$ cat src/rtl/bist_pkg.sv
// bist_pkg: shared state encoding and default LFSR constants for the BIST pattern generator.
package bist_pkg;
  localparam int WIDTH = 15;
  localparam logic [WIDTH-1:0] DEF_TAPS = 15'h6000;
  localparam logic [WIDTH-1:0] DEF_SEED = 15'h0001;
  typedef enum logic [2:0] {IDLE, LOAD, RUN, FLUSH, DONE} state_t;
endpackage

$ cat src/rtl/bist_tpg_if.sv
// bist_tpg_if: controller/CUT-side bundle of bist_tpg; sig/pass exist only with `BIST_SIG_CHECK_EN.
interface bist_tpg_if #(
  parameter int OUT_W = 3
`ifdef BIST_SIG_CHECK_EN
  , parameter int WIDTH = 15
`endif
);
  logic start, pat_valid, misr_clr, misr_en, busy, done;
  logic [OUT_W-1:0] pat;
`ifdef BIST_SIG_CHECK_EN
  logic [WIDTH-1:0] sig;
  logic pass;
  modport master (input start, sig, output pat, pat_valid, misr_clr, misr_en, busy, done, pass);
  modport slave (output start, sig, input pat, pat_valid, misr_clr, misr_en, busy, done, pass);
`else
  modport master (input start, output pat, pat_valid, misr_clr, misr_en, busy, done);
  modport slave (output start, input pat, pat_valid, misr_clr, misr_en, busy, done);
`endif
endinterface

$ cat src/rtl/bist_tpg_lfsr_core.sv
// lfsr_core: Fibonacci LFSR shifting left; an all-zero state is forced back to 1.
module lfsr_core #(
  parameter int WIDTH = 15,
  parameter logic [WIDTH-1:0] TAPS = 15'h6000,
  parameter logic [WIDTH-1:0] SEED = 15'h0001
) (
  input  logic CLK,
  input  logic RST,
  input  logic load,
  input  logic adv,
  output logic [WIDTH-1:0] q
);
  localparam logic [WIDTH-1:0] INIT = SEED == '0 ? WIDTH'(1) : SEED;
  always_ff @(posedge CLK)
    if (RST || load) q <= INIT;
    else if (q == '0) q <= WIDTH'(1);
    else if (adv) q <= {q[WIDTH-2:0], ^(q & TAPS)};
endmodule

$ cat src/rtl/bist_tpg.sv
// bist_tpg: LFSR test-pattern generator and BIST session sequencer (IDLE/LOAD/RUN/FLUSH/DONE).
// `BIST_SIG_CHECK_EN adds the sig input and the registered pass verdict.
module bist_tpg #(
  parameter int WIDTH = bist_pkg::WIDTH,
  parameter logic [WIDTH-1:0] TAPS = bist_pkg::DEF_TAPS,
  parameter logic [WIDTH-1:0] SEED = bist_pkg::DEF_SEED,
  parameter int OUT_W = 3,
  parameter int NUM_PAT = 100,
  parameter int FLUSH = 2
`ifdef BIST_SIG_CHECK_EN
  , parameter logic [WIDTH-1:0] GOLDEN = '0
`endif
) (
  input logic CLK,
  input logic RST,
  bist_tpg_if.master bus
);
  import bist_pkg::*;
  state_t state, nxt;
  logic [15:0] cnt, fcnt;
  logic [WIDTH-1:0] q;
  lfsr_core #(.WIDTH(WIDTH), .TAPS(TAPS), .SEED(SEED)) u_lfsr (
    .CLK, .RST, .load(state == LOAD), .adv(state == RUN), .q
  );
  always_ff @(posedge CLK)
    if (RST) begin
      state <= IDLE;
      cnt <= '0;
      fcnt <= '0;
    end else begin
      state <= nxt;
      cnt <= state == RUN ? cnt + 16'd1 : '0;
      fcnt <= state == bist_pkg::FLUSH ? fcnt + 16'd1 : '0;
    end
  // FLUSH the parameter is the drain length; bist_pkg::FLUSH is the state
  always_comb begin
    nxt = state;
    case (state)
      IDLE:            nxt = bus.start ? LOAD : IDLE;
      LOAD:            nxt = RUN;
      RUN:             nxt = cnt == 16'(NUM_PAT - 1) ? (FLUSH == 0 ? DONE : bist_pkg::FLUSH) : RUN;
      bist_pkg::FLUSH: nxt = fcnt == 16'(FLUSH - 1) ? DONE : bist_pkg::FLUSH;
      DONE:            nxt = bus.start ? DONE : IDLE;
      default:         nxt = IDLE;
    endcase
  end
  always_comb begin
    bus.pat = state == RUN ? q[OUT_W-1:0] : '0;
    bus.pat_valid = state == RUN;
    bus.misr_clr = state == LOAD;
    bus.misr_en = state == RUN || state == bist_pkg::FLUSH;
    bus.busy = state == LOAD || state == RUN || state == bist_pkg::FLUSH;
    bus.done = state == DONE;
  end
`ifdef BIST_SIG_CHECK_EN
  // verdict latched on DONE entry, held through DONE, dropped with it
  always_ff @(posedge CLK)
    if (RST) bus.pass <= 1'b0;
    else bus.pass <= nxt == DONE && (state == DONE ? bus.pass : bus.sig == GOLDEN);
`endif
endmodule

$ cat src/flat_wrapper.sv
// flat-port wrapper written by rule: the top's interface ports become plain ports
module bist_tpg_flat import bist_pkg::*;
#(
  parameter int WIDTH = bist_pkg::WIDTH,
  parameter logic [WIDTH-1:0] TAPS = bist_pkg::DEF_TAPS,
  parameter logic [WIDTH-1:0] SEED = bist_pkg::DEF_SEED,
  parameter int OUT_W = 3,
  parameter int NUM_PAT = 100,
  parameter int FLUSH = 2

)
  (CLK, RST, bus_start, bus_pat, bus_pat_valid, bus_misr_clr, bus_misr_en, bus_busy, bus_done);
  bist_tpg_if #(.OUT_W(OUT_W)) bus_i ();
  input logic CLK;
  input logic RST;
  input wire logic [$bits(bus_i.start)-1:0] bus_start;
  output wire logic [$bits(bus_i.pat)-1:0] bus_pat;
  output wire logic [$bits(bus_i.pat_valid)-1:0] bus_pat_valid;
  output wire logic [$bits(bus_i.misr_clr)-1:0] bus_misr_clr;
  output wire logic [$bits(bus_i.misr_en)-1:0] bus_misr_en;
  output wire logic [$bits(bus_i.busy)-1:0] bus_busy;
  output wire logic [$bits(bus_i.done)-1:0] bus_done;
  assign bus_i.start = bus_start;
  assign bus_pat = bus_i.pat;
  assign bus_pat_valid = bus_i.pat_valid;
  assign bus_misr_clr = bus_i.misr_clr;
  assign bus_misr_en = bus_i.misr_en;
  assign bus_busy = bus_i.busy;
  assign bus_done = bus_i.done;
  bist_tpg #(.WIDTH(WIDTH), .TAPS(TAPS), .SEED(SEED), .OUT_W(OUT_W), .NUM_PAT(NUM_PAT), .FLUSH(FLUSH)) u_core (.CLK(CLK), .RST(RST), .bus(bus_i));
endmodule
$ cat config.mk
export PLATFORM = sky130hd
export DESIGN_NAME = bist_tpg_flat
export DESIGN_NICKNAME = d
export VERILOG_FILES = /design/src/rtl/bist_pkg.sv /design/src/rtl/bist_tpg_if.sv /design/src/rtl/bist_tpg_lfsr_core.sv /design/src/rtl/bist_tpg.sv /design/src/flat_wrapper.sv
export SDC_FILE = /design/constraint.sdc
export NUM_CORES = 1
export LEC_CHECK = 0
export ABC_CLOCK_PERIOD_IN_PS = 1700
export BUFFER_PORTS_ARGS = -buffer_cell sky130_fd_sc_hd__buf_4
export CAP_MARGIN = 20
export CORE_ASPECT_RATIO = 0.8
export CORE_UTILIZATION = 54
export DETAILED_ROUTE_END_ITERATION = 6
export PLACE_DENSITY = 0.86
export RECOVER_POWER = 100
export SETUP_SLACK_MARGIN = 0.02
export SLEW_MARGIN = 15
export SYNTH_ARGS = -nofsm -noshare
export SYNTH_HDL_FRONTEND = slang
export SYNTH_SLANG_ARGS = --single-unit
$ cat constraint.sdc
create_clock -name CLK -period 1.7 [get_ports CLK]
set_input_delay 0.17 -clock CLK [delete_from_list [all_inputs] [get_ports CLK]]
set_output_delay 0.17 -clock CLK [all_outputs]
set_load 0.03 [all_outputs]
==> results.sh <==
export IMPL_core_area_sq_um=3829
export IMPL_root_buffer="clkbuf_8"
export IMPL_power_per_cell_area_nw_per_um2=852.7
export IMPL_dp_cells=334
export IMPL_max_slew_margin=0.6043
export IMPL_path_class="flop to flop"
export IMPL_min_path_type="primary input to flop"
export IMPL_synth_simple_area_share=0.3048
export IMPL_io_buffer_count=10
export IMPL_final_setup_viol_count=9
export IMPL_path_max_fanout=4
export IMPL_die_w_um=72.83
export IMPL_ir_drop_v=0.0007458
export IMPL_path_buf_inv=0
export IMPL_rsz0062_at_grt="yes"
export IMPL_htreeDepth=2
export IMPL_io_pins=11
export IMPL_postRouteAntennaNets=0
export IMPL_postCtsHoldBufs=0
export IMPL_clock_sinks=50
export IMPL_r2r_end="u_core.cnt[14]$_SDFF_PP0_"
export IMPL_vias=1950
export IMPL_die_area_sq_um=4272
export IMPL_synth_seq_cells=50
export IMPL_globalRouteOverflowTotal=0
export IMPL_drive_gt1_frac=0.2014
export IMPL_crit_cells=5
export IMPL_crit_arrival_ns=1.97
export IMPL_cap_violations=0
export IMPL_crit_start="u_core.cnt[1]$_SDFF_PP0_"
export IMPL_crit_end="u_core.cnt[14]$_SDFF_PP0_"
export IMPL_grt_usage=0.2361
export IMPL_startpoint_type="flop"
export IMPL_ff2ff_path_depth=5
export IMPL_rows=20
export IMPL_first_pass_iters=4
export IMPL_synth_nets=268
export IMPL_worst_path_max_delay_cell="or4_4"
export IMPL_use_met1=0.2891
export IMPL_synth_cell_types=35
export IMPL_num_antenna_cells=0
export IMPL_routedWlPerCell_um=13.84
export IMPL_synth_fa_ha_area_frac=0.01732
export IMPL_die_h_um=58.66
export IMPL_worst_skew_pair_late_latency_ns=0.31
export IMPL_grt_start_max_net_pins=17
export IMPL_drc=0
export IMPL_syn_instance_count=262
export IMPL_nets=294
export IMPL_final_util=0.6755
export IMPL_end_kind="flop"
export IMPL_status="finished, violations left"
export IMPL_numCtsBuffers=5
export IMPL_yosys_warnings=0
export IMPL_start_util=0.5660
export IMPL_hpwl_um=3119
export IMPL_crit_family="simple AND/OR/NAND/NOR gates"
export IMPL_leakage_nw=0.8651
export IMPL_wl_um=4746
export IMPL_area_growth_synth_to_final_pct=19.34
export IMPL_routabilityCongestion=0.8215
export IMPL_min_period_ns=1.722
export IMPL_cpPeakStageDelay_ns=0.50
export IMPL_busiest_layer="met2"
export IMPL_reg2reg_from="u_core.cnt[1]$_SDFF_PP0_"
export IMPL_drtIter0Drc=68
export IMPL_hold_viol=0
export IMPL_grt_antenna_before_repair=0
export IMPL_muxShareOfSynthArea=0.004619
export IMPL_post_route_period_util=1.013
export IMPL_ys_seq_area_frac=0.4619
export IMPL_rrSetupSlack_ns=-0.02
export IMPL_via_per_inst=5.685
export IMPL_yosys_area_share_xor_xnor=0.06871
export IMPL_hp_start="RST"
export IMPL_stdcell_count=343
export IMPL_setup_ws_ns=-0.02187
export IMPL_use_met2=0.3805
export IMPL_required_ns=1.95
export IMPL_synth_top_family_by_area="simple AND/OR/NAND/NOR gates"
export IMPL_final_area_sq_um=2586
export IMPL_avgSynthCellArea_sq_um=8.271
export IMPL_p_total_mw=2.205
export IMPL_max_freq_mhz=580.8
export IMPL_tritoncts="built"
export IMPL_worst_pin_slew_ns=0.5936
export IMPL_dpl_instance_area_sq_um=2397
export IMPL_drv_slew=0
export IMPL_cp_cell_sequence="ha_2 -> nand2_1 -> or4_4 -> or3_1 -> a21oi_2"
export IMPL_synth_compound_area_frac=0.1074
export IMPL_clk_pin_slew_ns=0.09
export IMPL_whs_ns=0.1047
export IMPL_violations="negative setup slack"
export IMPL_finalSetupTns_ns=-0.09258
export IMPL_pre_cts_ws_ns=0.001443
export IMPL_skew_ns=0.01077
export IMPL_clk_path_buf_depth=2
export IMPL_use_met3=0.06164
export IMPL_syn_area_sq_um=2167
export IMPL_grt_pass1_wl_um=7541
export IMPL_grt_pass1_vias=1748
==> state kept, by name (all words and copies together) (netlist names) <==
name             count
u_core.cnt          16
u_core.u_lfsr.q     15
u_core.fcnt         16
u_core.state         3
==> final cells by class <==
cell class,count,area [sq um]
Timing Repair Buffer,28,211.5
Fill cell,315,1242
Multi-Input combinational cell,193,1127
Sequential cell,50,1023
Inverter,10,42.54
Clock buffer,6,82.58
Clock inverter,1,30.03
Tap cell,55,68.82
==> worst min path at each step <==
stage	cells past startpoint	slack, ns	end
after global routing	2	0.11	u_core.state[1]$_SDFF_PP0_
after CTS	2	0.09	u_core.state[1]$_SDFF_PP0_
after detailed placement	2	0.43	u_core.state[1]$_SDFF_PP0_
after floorplan	1	0.43	u_core.fcnt[0]$_SDFF_PP0_
after global placement	2	0.43	u_core.state[1]$_SDFF_PP0_
final	2	0.10	u_core.state[1]$_SDFF_PP0_
==> synth_stat cells (all sizes together) <==
master / instances / area (sq um)
a41o: 1 / 10.01
nand2b: 2 / 12.51
clkbuf: 5 / 18.77
a211o: 1 / 8.760
nand4: 5 / 31.28
a311o: 1 / 10.01
nor4b: 3 / 26.28
or3b: 1 / 8.760
and2: 2 / 12.51
xnor2: 13 / 113.9
ha: 3 / 37.54
o31ai: 1 / 7.510
a31oi: 1 / 6.260
nor3: 9 / 45.04
nor2b: 2 / 12.51
dfxtp: 50 / 1001
nand3: 11 / 67.57
or4: 5 / 45.04
o21ai: 9 / 45.04
nand2: 42 / 157.7
inv: 10 / 37.54
a21oi: 24 / 120.1
nor4bb: 1 / 10.01
o211ai: 1 / 7.510
or3: 9 / 58.80
buf: 4 / 20.02
nor2: 29 / 108.9
xor2: 4 / 35.03
mux2i: 1 / 10.01
a31o: 2 / 17.52
nor3b: 1 / 7.510
nor4: 9 / 56.30
==> power breakdown <==
part,internal (mW),switching [mW]
logic,0.0634,0.101
clock network,0.471,0.389
registers,1.17,0.00723
==> cell usage in the layout (no fill, tap or decap), drive strengths merged, types with 2 or more instances in the layout <==
| cell | instances |
|---|---|
| o21ai | 9 |
| ha | 3 |
| or3 | 9 |
| nand3 | 11 |
| xor2 | 4 |
| a21oi | 24 |
| dfxtp | 50 |
| nor2b | 2 |
| nor2 | 29 |
| or4 | 5 |
| nand2 | 42 |
| a31o | 2 |
| inv | 10 |
| nand4 | 5 |
| xnor2 | 13 |
| nor4b | 3 |
| and2 | 2 |
| clkbuf | 10 |
| nor4 | 9 |
| buf | 24 |
| nor3 | 9 |
| nand2b | 2 |
==> cell families after synthesis <==
logic type | after synthesis
XOR/XNOR | 17
AND/OR/NAND/NOR | 131
AO/OA/AOI/OAI | 41
adder cells (fa/ha/maj) | 3
buffers and inverters | 19
multiplexers | 1
flip-flops | 50
==> routing by layer <==
metal,vias to the layer above,routed length (um)
met1,924,2197
met2,51,2207
met5,-,0
li1,962,-
met4,0,142
met3,13,198
==> worst register-to-register path: cells and delay by family (launching register included) <==
| family | cells | cell delay (ns) |
|---|---|---|
| AO/OA/AOI/OAI | 1 | 0.11 |
| adder cells (fa/ha/maj) | 1 | 0.22 |
| flip-flops | 1 | 0.42 |
| AND/OR/NAND/NOR | 3 | 0.90 |
==> what timing repair did <==
action	CTS	global route
gates cloned	0	1
gates resized for setup	5	29
pin swaps	0	6
setup endpoints to repair	11	24
buffers inserted	0	1
Note: power is estimated with default switching activity, not from simulation.
